`src/rtl/morse_key_decoder.sv`:
```
// Morse key decoder: synchronises and debounces a raw push-button, times
// each press as a dot or dash, and decodes the element sequence into a
// letter index (0=A .. 25=Z) once the key has been released for a gap.
module morse_key_decoder #(
    parameter int TICK_CYCLES    = 100000,
    parameter int DEBOUNCE_TICKS = 10,
    parameter int DASH_TICKS     = 250,
    parameter int GAP_TICKS      = 700
) (
    input  logic       clk,
    input  logic       rst_n,
    input  logic       key,
    output logic [4:0] letterNum,
    output logic       letter_valid,
    output logic       letter_err,
    output logic [2:0] elem_count,
    output logic       busy
);

    localparam int PW  = (TICK_CYCLES > 1) ? $clog2(TICK_CYCLES) : 1;
    localparam int DW  = $clog2(DEBOUNCE_TICKS + 1);
    localparam int PCW = $clog2(DASH_TICKS + 1);
    localparam int GW  = $clog2(GAP_TICKS + 1);

    localparam logic [PW-1:0]  PRESC_MAX = PW'(TICK_CYCLES - 1);
    localparam logic [DW-1:0]  DB_LAST   = DW'(DEBOUNCE_TICKS - 1);
    localparam logic [PCW-1:0] DASH_MAX  = PCW'(DASH_TICKS);
    localparam logic [GW-1:0]  GAP_LAST  = GW'(GAP_TICKS - 1);
    localparam logic [4:0]     NO_LETTER = 5'd26;

    typedef enum logic [1:0] {IDLE, PRESS, GAP} state_t;

    logic           key_meta_q, key_meta_d, key_s_q, key_s_d;
    logic [PW-1:0]  presc_q, presc_d;
    logic           tick;
    logic [DW-1:0]  db_cnt_q, db_cnt_d;
    logic           key_db_q, key_db_d, key_db_prev_q, key_db_prev_d;
    logic           db_rise, db_fall;
    state_t         state_q, state_d;
    logic [PCW-1:0] press_cnt_q, press_cnt_d;
    logic [GW-1:0]  gap_cnt_q, gap_cnt_d;
    logic [3:0]     pattern_q, pattern_d;
    logic [2:0]     elem_cnt_q, elem_cnt_d;
    logic [4:0]     letter_num_q, letter_num_d;
    logic           letter_valid_q, letter_valid_d;
    logic           letter_err_q, letter_err_d;
    logic           is_dash;
    logic [4:0]     code;

    // Element sequence to letter index; first element sits in the highest used bit.
    function automatic logic [4:0] decode(input logic [2:0] n, input logic [3:0] p);
        logic [4:0] r;
        r = NO_LETTER;
        case (n)
            3'd1: r = p[0] ? 5'd19 : 5'd4;                              // T E
            3'd2: case (p[1:0])
                      2'b00: r = 5'd8;  2'b01: r = 5'd0;                // I A
                      2'b10: r = 5'd13; default: r = 5'd12;             // N M
                  endcase
            3'd3: case (p[2:0])
                      3'b000: r = 5'd18; 3'b001: r = 5'd20;             // S U
                      3'b010: r = 5'd17; 3'b011: r = 5'd22;             // R W
                      3'b100: r = 5'd3;  3'b101: r = 5'd10;             // D K
                      3'b110: r = 5'd6;  default: r = 5'd14;            // G O
                  endcase
            3'd4: case (p)
                      4'b0000: r = 5'd7;  4'b0001: r = 5'd21;           // H V
                      4'b0010: r = 5'd5;  4'b0100: r = 5'd11;           // F L
                      4'b0110: r = 5'd15; 4'b0111: r = 5'd9;            // P J
                      4'b1000: r = 5'd1;  4'b1001: r = 5'd23;           // B X
                      4'b1010: r = 5'd2;  4'b1011: r = 5'd24;           // C Y
                      4'b1100: r = 5'd25; 4'b1101: r = 5'd16;           // Z Q
                      default: r = NO_LETTER;
                  endcase
            default: r = NO_LETTER;
        endcase
        return r;
    endfunction

    // Synchroniser, 1 ms prescaler and tick-based debouncer next-state.
    always_comb begin
        key_meta_d    = key;
        key_s_d       = key_meta_q;
        key_db_prev_d = key_db_q;
        tick          = (presc_q == PRESC_MAX);
        presc_d       = tick ? '0 : presc_q + 1'b1;
        db_cnt_d      = db_cnt_q;
        key_db_d      = key_db_q;
        if (tick) begin
            if (key_s_q != key_db_q) begin
                if (db_cnt_q == DB_LAST) begin
                    key_db_d = key_s_q;
                    db_cnt_d = '0;
                end else begin
                    db_cnt_d = db_cnt_q + 1'b1;
                end
            end else begin
                db_cnt_d = '0;
            end
        end
    end

    assign db_rise = key_db_q & ~key_db_prev_q;
    assign db_fall = ~key_db_q & key_db_prev_q;

    // Front-end registers.
    always_ff @(posedge clk or negedge rst_n) begin
        if (!rst_n) begin
            key_meta_q    <= 1'b0;
            key_s_q       <= 1'b0;
            presc_q       <= '0;
            db_cnt_q      <= '0;
            key_db_q      <= 1'b0;
            key_db_prev_q <= 1'b0;
        end else begin
            key_meta_q    <= key_meta_d;
            key_s_q       <= key_s_d;
            presc_q       <= presc_d;
            db_cnt_q      <= db_cnt_d;
            key_db_q      <= key_db_d;
            key_db_prev_q <= key_db_prev_d;
        end
    end

    // FSM state register.
    always_ff @(posedge clk or negedge rst_n) begin
        if (!rst_n) state_q <= IDLE;
        else        state_q <= state_d;
    end

    // FSM next state plus element buffer, timers and decode results.
    always_comb begin
        state_d        = state_q;
        press_cnt_d    = press_cnt_q;
        gap_cnt_d      = gap_cnt_q;
        pattern_d      = pattern_q;
        elem_cnt_d     = elem_cnt_q;
        letter_num_d   = letter_num_q;
        letter_valid_d = 1'b0;
        letter_err_d   = 1'b0;
        is_dash        = (press_cnt_q >= DASH_MAX);
        code           = decode(elem_cnt_q, pattern_q);
        case (state_q)
            IDLE: begin
                if (db_rise) begin
                    state_d     = PRESS;
                    press_cnt_d = '0;
                end
            end
            PRESS: begin
                if (tick && press_cnt_q != DASH_MAX) press_cnt_d = press_cnt_q + 1'b1;
                if (db_fall) begin
                    // Past four elements the buffer is frozen; count 5 flags overflow.
                    if (elem_cnt_q < 3'd4) pattern_d = {pattern_q[2:0], is_dash};
                    if (elem_cnt_q != 3'd5) elem_cnt_d = elem_cnt_q + 1'b1;
                    gap_cnt_d = '0;
                    state_d   = GAP;
                end
            end
            GAP: begin
                if (tick) gap_cnt_d = gap_cnt_q + 1'b1;
                if (tick && gap_cnt_q == GAP_LAST) begin
                    // Decode takes priority over a simultaneous new press.
                    if (code != NO_LETTER) begin
                        letter_num_d   = code;
                        letter_valid_d = 1'b1;
                    end else begin
                        letter_err_d = 1'b1;
                    end
                    pattern_d   = '0;
                    elem_cnt_d  = '0;
                    gap_cnt_d   = '0;
                    press_cnt_d = '0;
                    state_d     = db_rise ? PRESS : IDLE;
                end else if (db_rise) begin
                    press_cnt_d = '0;
                    state_d     = PRESS;
                end
            end
            default: state_d = IDLE;
        endcase
    end

    // Datapath registers.
    always_ff @(posedge clk or negedge rst_n) begin
        if (!rst_n) begin
            press_cnt_q    <= '0;
            gap_cnt_q      <= '0;
            pattern_q      <= '0;
            elem_cnt_q     <= '0;
            letter_num_q   <= NO_LETTER;
            letter_valid_q <= 1'b0;
            letter_err_q   <= 1'b0;
        end else begin
            press_cnt_q    <= press_cnt_d;
            gap_cnt_q      <= gap_cnt_d;
            pattern_q      <= pattern_d;
            elem_cnt_q     <= elem_cnt_d;
            letter_num_q   <= letter_num_d;
            letter_valid_q <= letter_valid_d;
            letter_err_q   <= letter_err_d;
        end
    end

    // FSM outputs.
    always_comb begin
        busy         = (state_q != IDLE);
        letterNum    = letter_num_q;
        letter_valid = letter_valid_q;
        letter_err   = letter_err_q;
        elem_count   = elem_cnt_q;
    end

endmodule

```
`config.mk`:
```
export PLATFORM = sky130hd
export DESIGN_NAME = morse_key_decoder
export DESIGN_NICKNAME = d
export VERILOG_FILES = /design/src/rtl/morse_key_decoder.sv
export SDC_FILE = /design/constraint.sdc
export NUM_CORES = 1
export LEC_CHECK = 0
export CORE_UTILIZATION = 37
export CTS_CLUSTER_SIZE = 14
export DETAILED_ROUTE_END_ITERATION = 6
export GPL_TIMING_DRIVEN = 0
export MAX_ROUTING_LAYER = met4
export SKIP_CTS_REPAIR_TIMING = 1
export SYNTH_ARGS = -nofsm -noshare
export SYNTH_HDL_FRONTEND = slang
export SYNTH_SLANG_ARGS = --single-unit
```
`constraint.sdc`:
```
create_clock -name clk -period 3.9 [get_ports clk]
set_clock_uncertainty 0.2 [all_clocks]
set_input_delay 1.17 -clock clk [delete_from_list [all_inputs] [get_ports clk]]
set_output_delay 1.17 -clock clk [all_outputs]
set_load 0.1 [all_outputs]
```
Yosys cells after proc, flatten, opt, wreduce, memory -nomap -nowiden
Memory sizes are Yosys's and may differ from the RTL's.
Index checks and enable logic that the tools add are counted.
Widths: inputs -> output; s select.
{ "totals": {"ff_bits": 59, "rom_bits": 80, "inputBits": 3, "output_inout_bits": 11, "word_cells": 101, "memories": 1} }
{ "op_classes": {"add_sub_neg": 5, "n_lt_le_gt_ge": 2, "eq_ne": 27, "n_mux": 34, "bitwise_logic": 4, "n_reduce_logical": 14} }
{ "mem_list": {"columns": ["name", "words", "word_bits", "rd", "rd_clocked_by_memory_dff", "wr", "line_no", "rtl"], "rows": [
  ["(no name shown)", 16, 5, 1, 0, 0, "66", "3'd4: case (p)"]
]} }
{ "op_table": {"columns": ["op", "count"], "rows": [
  ["$pmux 5 s7", 1],
  ["$mux 10", 3],
  ["$mux 8", 3],
  ["$pmux 8 s3", 1],
  ["$mux 4", 5],
  ["$pmux 10 s2", 1],
  ["$pmux 5 s4", 1],
  ["$add 17x1->17 const B", 1],
  ["$eq 17x17->1 const B", 1],
  ["$mux 17", 1],
  ["$eq 3x2->1 const B", 4],
  ["$eq 3x3->1 const B", 4],
  ["$pmux 4 s3", 1],
  ["$add 10x1->10 const B", 1],
  ["$eq 10x10->1 const B", 1],
  ["$ne 2x2->1 const B", 5],
  ["$mux 3", 3],
  ["$reduce_and 3->1", 3],
  ["$add 8x1->8 const B", 1],
  ["$ge 8x8->1 const B", 1],
  ["$ne 8x8->1 const B", 1],
  ["$pmux 4 s2", 1],
  ["$reduce_and 4->1", 2],
  ["$mux 1", 7],
  ["22 further kinds", 33]
]} }

Depth between registers and ports, before layout
Gate-level depths: netlist of the first run.
{ "logic_depth": {"ltp_word": 7, "ltp_mapped": 9, "ltp_nobuf": 8} }

Worst setup path after synthesis of the first run
No wires, ideal clock.
{ "synth_path": {"path_kind": "register to register", "start": "register elem_cnt_q[2], in the netlist elem_count[2]", "end": "register letter_num_q[1], in the netlist letterNum[1]", "setup_time_ns": 0.094, "t_arrival_ns": 2.695, "required_time_ns": 3.606, "path_slack_ns": 0.911, "stages_incl_launch_ff": 10, "path_buffers": 1, "period_less_slack_ns": 2.989, "path_cell_list": "dfrtp_1 clkbuf_1 inv_1 ha_1 nor3_1 o21a_1 a211oi_1 nor4_2 a21boi_2 a2bb2oi_1"} }
{ "synth_between": {"elab_chain_len": 4, "elab_cells_between_ends": 7, "classes_between": "eq/ne: 5; mux: 1; reduce/logical: 1"} }
{ "synth_lines": {"columns": ["item", "line_no", "rtl"], "rows": [
  ["start: declaration", "43", "logic [2:0] elem_cnt_q, elem_cnt_d;"],
  ["start signal: assignment", "198", "elem_cnt_q <= elem_cnt_d;"],
  ["$eq 3x3->1 (tied with other cells)", "54", "case (n)"],
  ["$pmux 5 s4 (*)", "54", null],
  ["$ne 5x5->1", "164", "if (code != NO_LETTER) begin"],
  ["$reduce_and 3->1 (no line)", null, null],
  ["end signal: assignment", "199", "letter_num_q <= letter_num_d;"],
  ["end: declaration", "44", "logic [4:0] letter_num_q, letter_num_d;"]
]} }
Every way passes the cells marked *; elsewhere a longest branch is shown, timed or not.
A chain may end at the register's enable or synchronous reset.

Worst setup path in the final report of the first run
{ "layout_path": {"start": "register state_q[1]", "end": "output busy"} }
{ "layout_between": {"elab_chain_len": 1} }
{ "layout_lines": {"columns": ["item", "line_no", "rtl"], "rows": [
  ["start: declaration", "39", "state_t state_q, state_d;"],
  ["start signal: assignment", "128", "else state_q <= state_d;"],
  ["$reduce_bool 2->1", "207", "busy = (state_q != IDLE);"],
  ["end: declaration", "17", "output logic busy"]
]} }
Every way passes these cells.

==> results.yml, run 1 <==
status:
  status: "finished with violations"
  violations: "DRC"
hold_path:
  hold_path.class: "flip-flop to flip-flop"
cells_and_area:
  final_cells: 496
  final_nets: 406
  final_cell_mix: "dfrtp_1 (56), nand3_1 (31), nand2_1 (30)"
  regArea_um2: 1480
  fin_util: 0.4453
  areaGrowthSynthToFinish_pct: 14.88
  layout-drive-gt1-share: 0.09536
  fillerInstances: 865
  final_common_cell: "dfrtp_1"
  diodes: 0
  multi_input_area_um2: 1822
synth:
  syn_inst: 358
  syn_area_per_cell_um2: 9.534
  synth_edf_count: 0
  ys_warn_count: 0
  synthDistinctLibCells: 58
  synth-seq-cells: 59
  syn_nets: 381
  netlist_area_um2: 3413
  ys_seq_area_frac: 0.4337
  ys.flop_type: "dfrtp_1"
  async_flop_share: 1.000
routing:
  first_pass_iters: 6
  vias: 2664
  wl_um: 6778
  dr.first_iter.drc_count: 141
  drc: 2
  avgRoutedWirePerCell_um: 13.67
  vias_per_cell: 5.371
  final_antenna_net_count: 0
grt:
  met3_usage: 0.04223
  overflow: 0
  grt_pass1_wl_um: 11860
  antenna_found_initial: 0
  gr-max-usage-layer: "met2"
  use_met2: 0.2443
  grtUsageTotal: 0.1605
  use_met1: 0.2076
  grt_max_degree: 41
  grt_pass1_vias: 2515
sta:
  worst_pin_slew_ps: 971.7
  whs_ps: 153.1
  period_needed_ps: 3645
  rsz0062_at_grt: "no"
  hold_viol: 0
  fmax_ghz: 0.2744
  period_share: 0.9345
  relSlewSlack: 0.3502
  setup-violations-final: 0
  final_max_slew_viol_count: 0
pwr:
  p_per_area_nw_per_um2: 322.2
  cellLeakagePower_nw: 1.664
  peakVddDrop_v: 0.0001264
critical_path:
  arrival_ps: 2270
  required_ps: 2530
  start_kind: "flip-flop"
  critPathMaxFanout: 4
  cp_cell_sequence: "inv_1 > ha_1 > inv_1 > clkdlybuf4s50_1"
  timing.critical_path.mode_cell: "inv_1"
  slowest_delay_ps: 1140
  cp_slowest_cell: "clkdlybuf4s50_1"
  worst-setup-path-type: "flip-flop to output pin"
  critPathCaptureType: "output pin"
  cp_top_family: "buffers and inverters"
  crit_buf_inv: 3
placed_design:
  numPortBuffers: 13
  dp_cells: 480
  place_congestion: 0.8209
  dpl.hpwl_um: 4899
clock_tree:
  clk_latency_ps: 340
  ctsHtreeMaxLevel: 3
  clkSlewWorstSetupHoldPaths_ps: 70
  numCtsBuffers: 9
  cts_tree: "done"
  cts_sinks: 59
  cts_root_buf: "clkbuf_8"
  clock_path_buffers: 2
floorplan:
  die_h_um: 98.05
  io_pins: 14
  dieArea_um2: 9613
  rows: 34
  core-area_um2: 8806
  start_util: 0.3876
  die_w_um: 98.05
job:
  drv_cap: 0
state kept, by name, summed over array words and instances (netlist names):
register / flops
key_db_prev_q: 1
letterNum: 5
db_cnt_q: 4
presc_q: 17
letter_err: 1
gap_cnt_q: 10
key_meta_q: 1
key_db_prev_d: 1
state_q: 2
pattern_q: 4
key_s_q: 1
elem_count: 3
letter_valid: 1
press_cnt_q: 8
Yosys cell counts, drive strengths merged (2+ instances only):
| cell type | count | share of area |
|---|---|---|
| a211o | 2 | 0.0051 |
| a211oi | 4 | 0.0088 |
| a21boi | 2 | 0.0055 |
| a21oi | 8 | 0.012 |
| a22o | 7 | 0.018 |
| a2bb2oi | 3 | 0.0077 |
| and2 | 3 | 0.0055 |
| and3 | 11 | 0.021 |
| and4 | 2 | 0.0059 |
| buf | 3 | 0.0062 |
| clkbuf | 8 | 0.0088 |
| dfrtp | 56 | 0.41 |
| dfstp | 3 | 0.023 |
| ha | 20 | 0.073 |
| inv | 16 | 0.018 |
| mux2 | 3 | 0.0099 |
| mux2i | 4 | 0.012 |
| nand2 | 31 | 0.035 |
| nand2b | 6 | 0.011 |
| nand3 | 31 | 0.045 |
| nand3b | 3 | 0.0066 |
| nand4 | 5 | 0.0092 |
| nor2 | 29 | 0.032 |
| nor2b | 4 | 0.0073 |
| nor3 | 8 | 0.015 |
| nor3b | 4 | 0.0088 |
| nor4 | 6 | 0.013 |
| nor4bb | 2 | 0.0059 |
| o21ai | 18 | 0.026 |
| o221ai | 2 | 0.0051 |
| o22ai | 2 | 0.0037 |
| o31ai | 4 | 0.0088 |
| or3 | 7 | 0.013 |
| or3b | 2 | 0.0051 |
| xnor2 | 17 | 0.044 |
| xor2 | 8 | 0.021 |
report_power, final:
group	internal (W)	switching [W]
clock network	0.000394	0.000239
logic	0.00000392	0.0000129
registers	0.000613	0.000000424
logic make-up after synthesis:
family / Yosys count / share of synthesized area
AOI/OAI and AO/OA: 61 / 0.1228
xor gates and xnor gates: 25 / 0.06415
adders and majority gates: 20 / 0.07331
buffers and inverters: 27 / 0.03263
DFF: 59 / 0.4337
muxes: 7 / 0.02163
and+or+nand+nor: 159 / 0.2518
worst reg2reg max path, cell delays in order, from the launching register on:
cell and delay [ps]:
dfrtp_1 390, clkbuf_1 390, inv_1 160, ha_1 330
xnor2_1 130, a32o_1 200, a211oi_1 360, nor4_2 160
a21boi_2 240, a2bb2oi_1 190
final timing paths:
kind / start / end / slack (ps) / cells after the start
setup / recovery: state_q[1]$_DFFE_PN0P_ / busy / 260 / 4
hold / removal: key_meta_q$_DFF_PN0_ / key_s_q$_DFF_PN0_ / 150 / 0
setup reg to reg: pattern_q[0]$_DFFE_PN0P_ / letterNum[1]$_DFFE_PN1P_ / 1070 / 9
hold reg to reg: key_meta_q$_DFF_PN0_ / key_s_q$_DFF_PN0_ / 150 / 0
max in group asynchronous: rst_n / letterNum[3]$_DFFE_PN1P_ / 2260 / 2
min in group asynchronous: rst_n / presc_q[1]$_DFF_PN0_ / 590 / 1
per-stage QoR:
step                TNS [ps]  worst slack (ps)  total power, W  cell area, µm²
CTS                        0             243.6        0.001278            3921
floorplan                  0             911.5       0.0006261            3413
global placement      -28130            -506.8       0.0006409            3679
finish                     0             255.5        0.001263            3921
detailed placement         0             621.8       0.0006430            3694
global route               0             176.0        0.001308            3921
metal layers:
layer	part of all wire	wire length [µm]
met1	0.50	3418
met2	0.46	3113
met3	0.027	185
met4	0.0090	61
met5	0	0
layout make-up:
class | count | area share
inverter | 16 | 0.01532
buffer | 11 | 0.01308
timing repair buffer | 14 | 0.03701
clock inverter | 4 | 0.01851
tap | 108 | 0.03446
clock buffer | 12 | 0.03957
sequential | 59 | 0.3775
multi-input combinational | 272 | 0.4646
Note: power is estimated with default switching activity, not from simulation.
==> run 2: changes to the inputs <==
--- a/config.mk
+++ b/config.mk
@@ -10,6 +10,7 @@
 export DETAILED_ROUTE_END_ITERATION = 6
 export GPL_TIMING_DRIVEN = 0
 export MAX_ROUTING_LAYER = met4
+export PLACE_DENSITY = 0.53
 export SKIP_CTS_REPAIR_TIMING = 1
 export SYNTH_ARGS = -nofsm -noshare
 export SYNTH_HDL_FRONTEND = slang
==> run 2 against run 1 <==
The flow still finishes with violations (DRC). Final area decreased by 1.7%. Clock power decreased by 20%. Critical path depth unchanged. Count of clock-buffer cells in the layout unchanged. Maximum frequency increased by 0.30%. Worst setup slack improved by 11 ps. Total power decreased by 10%. Critical path type unchanged. Critical endpoint unchanged. Largest cell class unchanged. Largest power group is now registers.
==> results.yml, run 2 (synthesized netlist as in run 1, its figures left out) <==
clock_tree:
  clkSlewWorstSetupHoldPaths_ps: 70
  cts_tree: "done"
  cts_sinks: 59
  clk_latency_ps: 340
  clock_path_buffers: 2
  numCtsBuffers: 9
  ctsHtreeMaxLevel: 3
  cts_root_buf: "clkbuf_8"
floorplan:
  rows: 34
  dieArea_um2: 9613
  die_w_um: 98.05
  core-area_um2: 8806
  die_h_um: 98.05
  start_util: 0.3876
  io_pins: 14
routing:
  dr.first_iter.drc_count: 98
  wl_um: 7004
  avgRoutedWirePerCell_um: 14.15
  final_antenna_net_count: 0
  vias_per_cell: 5.291
  vias: 2619
  drc: 3
  first_pass_iters: 6
pwr:
  clkPwrFrac: 0.446
  peakVddDrop_v: 0.0002081
  cellLeakagePower_nw: 1.631
  switching_power_w: 0.0002557
  seq_power_share: 0.541
  internal-power_w: 0.0008781
  p_per_area_nw_per_um2: 294.0
  swShare: 0.2255
  combPwrFrac: 0.013
cells_and_area:
  final_nets: 405
  final_common_cell: "dfrtp_1"
  layout-drive-gt1-share: 0.09302
  final_cell_mix: "dfrtp_1 (56), nand3_1 (31), nand2_1 (30)"
  final_cells: 495
  areaGrowthSynthToFinish_pct: 12.98
  final_area_um2: 3856
  top_regs: "presc_q: 17 flops, gap_cnt_q: 10 flops, press_cnt_q: 8 flops"
  largest-register: "presc_q"
  largest_reg_flops: 17
  diodes: 0
  fin_util: 0.4379
  fillerInstances: 862
critical_path:
  timing.rr.end: "letterNum[3]$_DFFE_PN1P_"
  required_ps: 2530
  worst-setup-path-type: "flip-flop to output pin"
  critPathCaptureType: "output pin"
  critPathMaxFanout: 4
  reg2reg_slack_ps: 1070
  reg2reg_depth: 9
  r2r-start: "pattern_q[0]$_DFFE_PN0P_"
  start_kind: "flip-flop"
  arrival_ps: 2260
job:
  drv_cap: 0
sta:
  setup-violations-final: 0
  relSlewSlack: 0.3493
  rsz0062_at_grt: "no"
  period_share: 0.9317
  worst_slack_ps: 266.2
  period_needed_ps: 3634
  fmax_ghz: 0.2752
  final_max_slew_viol_count: 0
  hold_viol: 0
  worst_pin_slew_ps: 973.0
  whs_ps: 150.0
placed_design:
  numPortBuffers: 13
  placed_cell_area_um2: 3676
  place_congestion: 0.8340
  place_ws_ps: 631.2
  dp_cells: 479
  dpl.hpwl_um: 4812
grt:
  grt_pass1_vias: 2486
  grt_pass1_wl_um: 12140
  antenna_found_initial: 0
  grt_max_degree: 60
  overflow: 0
  grtUsageTotal: 0.1638
hold_path:
  whs_endpoint: "key_s_q$_DFF_PN0_"
  hold_path.class: "flip-flop to flip-flop"
  worstHoldStart: "key_meta_q$_DFF_PN0_"
  holdPathStages: 0
status:
  status: "finished with violations"
  violations: "DRC"
[run 2: cell count changes in the layout (fill, tap and decap cells not counted), sizes merged]
cell	before	now
clkinv	1	2
bufinv	2	0
buf	5	4
clkinvlp	1	2
[run 2: metrics by stage]
| step | TNS, ps | power, W |
|---|---|---|
| after floorplan | 0 | 0.0006261 |
| after global placement | -36060 | 0.0006417 |
| after detailed placement | 0 | 0.0006410 |
| after CTS | 0 | 0.001158 |
| after global routing | 0 | 0.001183 |
| final | 0 | 0.001134 |
[run 2: final cells by class]
| cell class | count | area [µm²] | share of cell area |
|---|---|---|---|
| inverters | 16 | 60.06 | 0.01557 |
| well taps | 108 | 135.1 | 0.03504 |
| plain buffers | 11 | 51.30 | 0.01330 |
| clock buffers | 12 | 155.1 | 0.04023 |
| repair buffers | 13 | 127.6 | 0.03310 |
| clock inverters | 4 | 25.02 | 0.006489 |
| multi-input cells | 272 | 1822 | 0.4724 |
| flip-flops and latches | 59 | 1480 | 0.3838 |
[run 2: per-layer routing]
layer	share of wire	track usage	up-vias	wire (µm)
li1	-	-	1324	-
met1	0.51	0.2123	1259	3547
met2	0.46	0.2486	29	3213
met3	0.024	0.03508	7	171
met4	0.010	0.06643	0	71
met5	0	-	-	0
[run 2: critical path, stage by stage, from the launching register on]
cell and delay (ps):
dfrtp_1 410, inv_1 80, ha_1 210, inv_1 90, clkdlybuf4s50_1 1140
[run 2: power by group through the flow]
stage | sequential (W) | clock [W] | combinational (W)
2_1_floorplan | 0.000625 | 0 | 0.00000120
3_3_place_gp | 0.000625 | 0 | 0.0000167
3_5_place_dp | 0.000625 | 0 | 0.0000162
4_1_cts | 0.000613 | 0.000528 | 0.0000164
5_1_grt | 0.000613 | 0.000552 | 0.0000179
6_report | 0.000613 | 0.000506 | 0.0000147
[run 2: worst max path at each step]
stage	startpoint	endpoint	slack [ps]	cells past startpoint
final	state_q[0]$_DFFE_PN0P_	busy	270	4
after global routing	state_q[0]$_DFFE_PN0P_	busy	200	4
after CTS	state_q[0]$_DFFE_PN0P_	busy	240	4
after detailed placement	state_q[0]$_DFFE_PN0P_	busy	630	4
after global placement	rst_n	presc_q[2]$_DFF_PN0_	-650	1
after floorplan	elem_count[2]$_DFFE_PN0P_	letterNum[1]$_DFFE_PN1P_	910	9
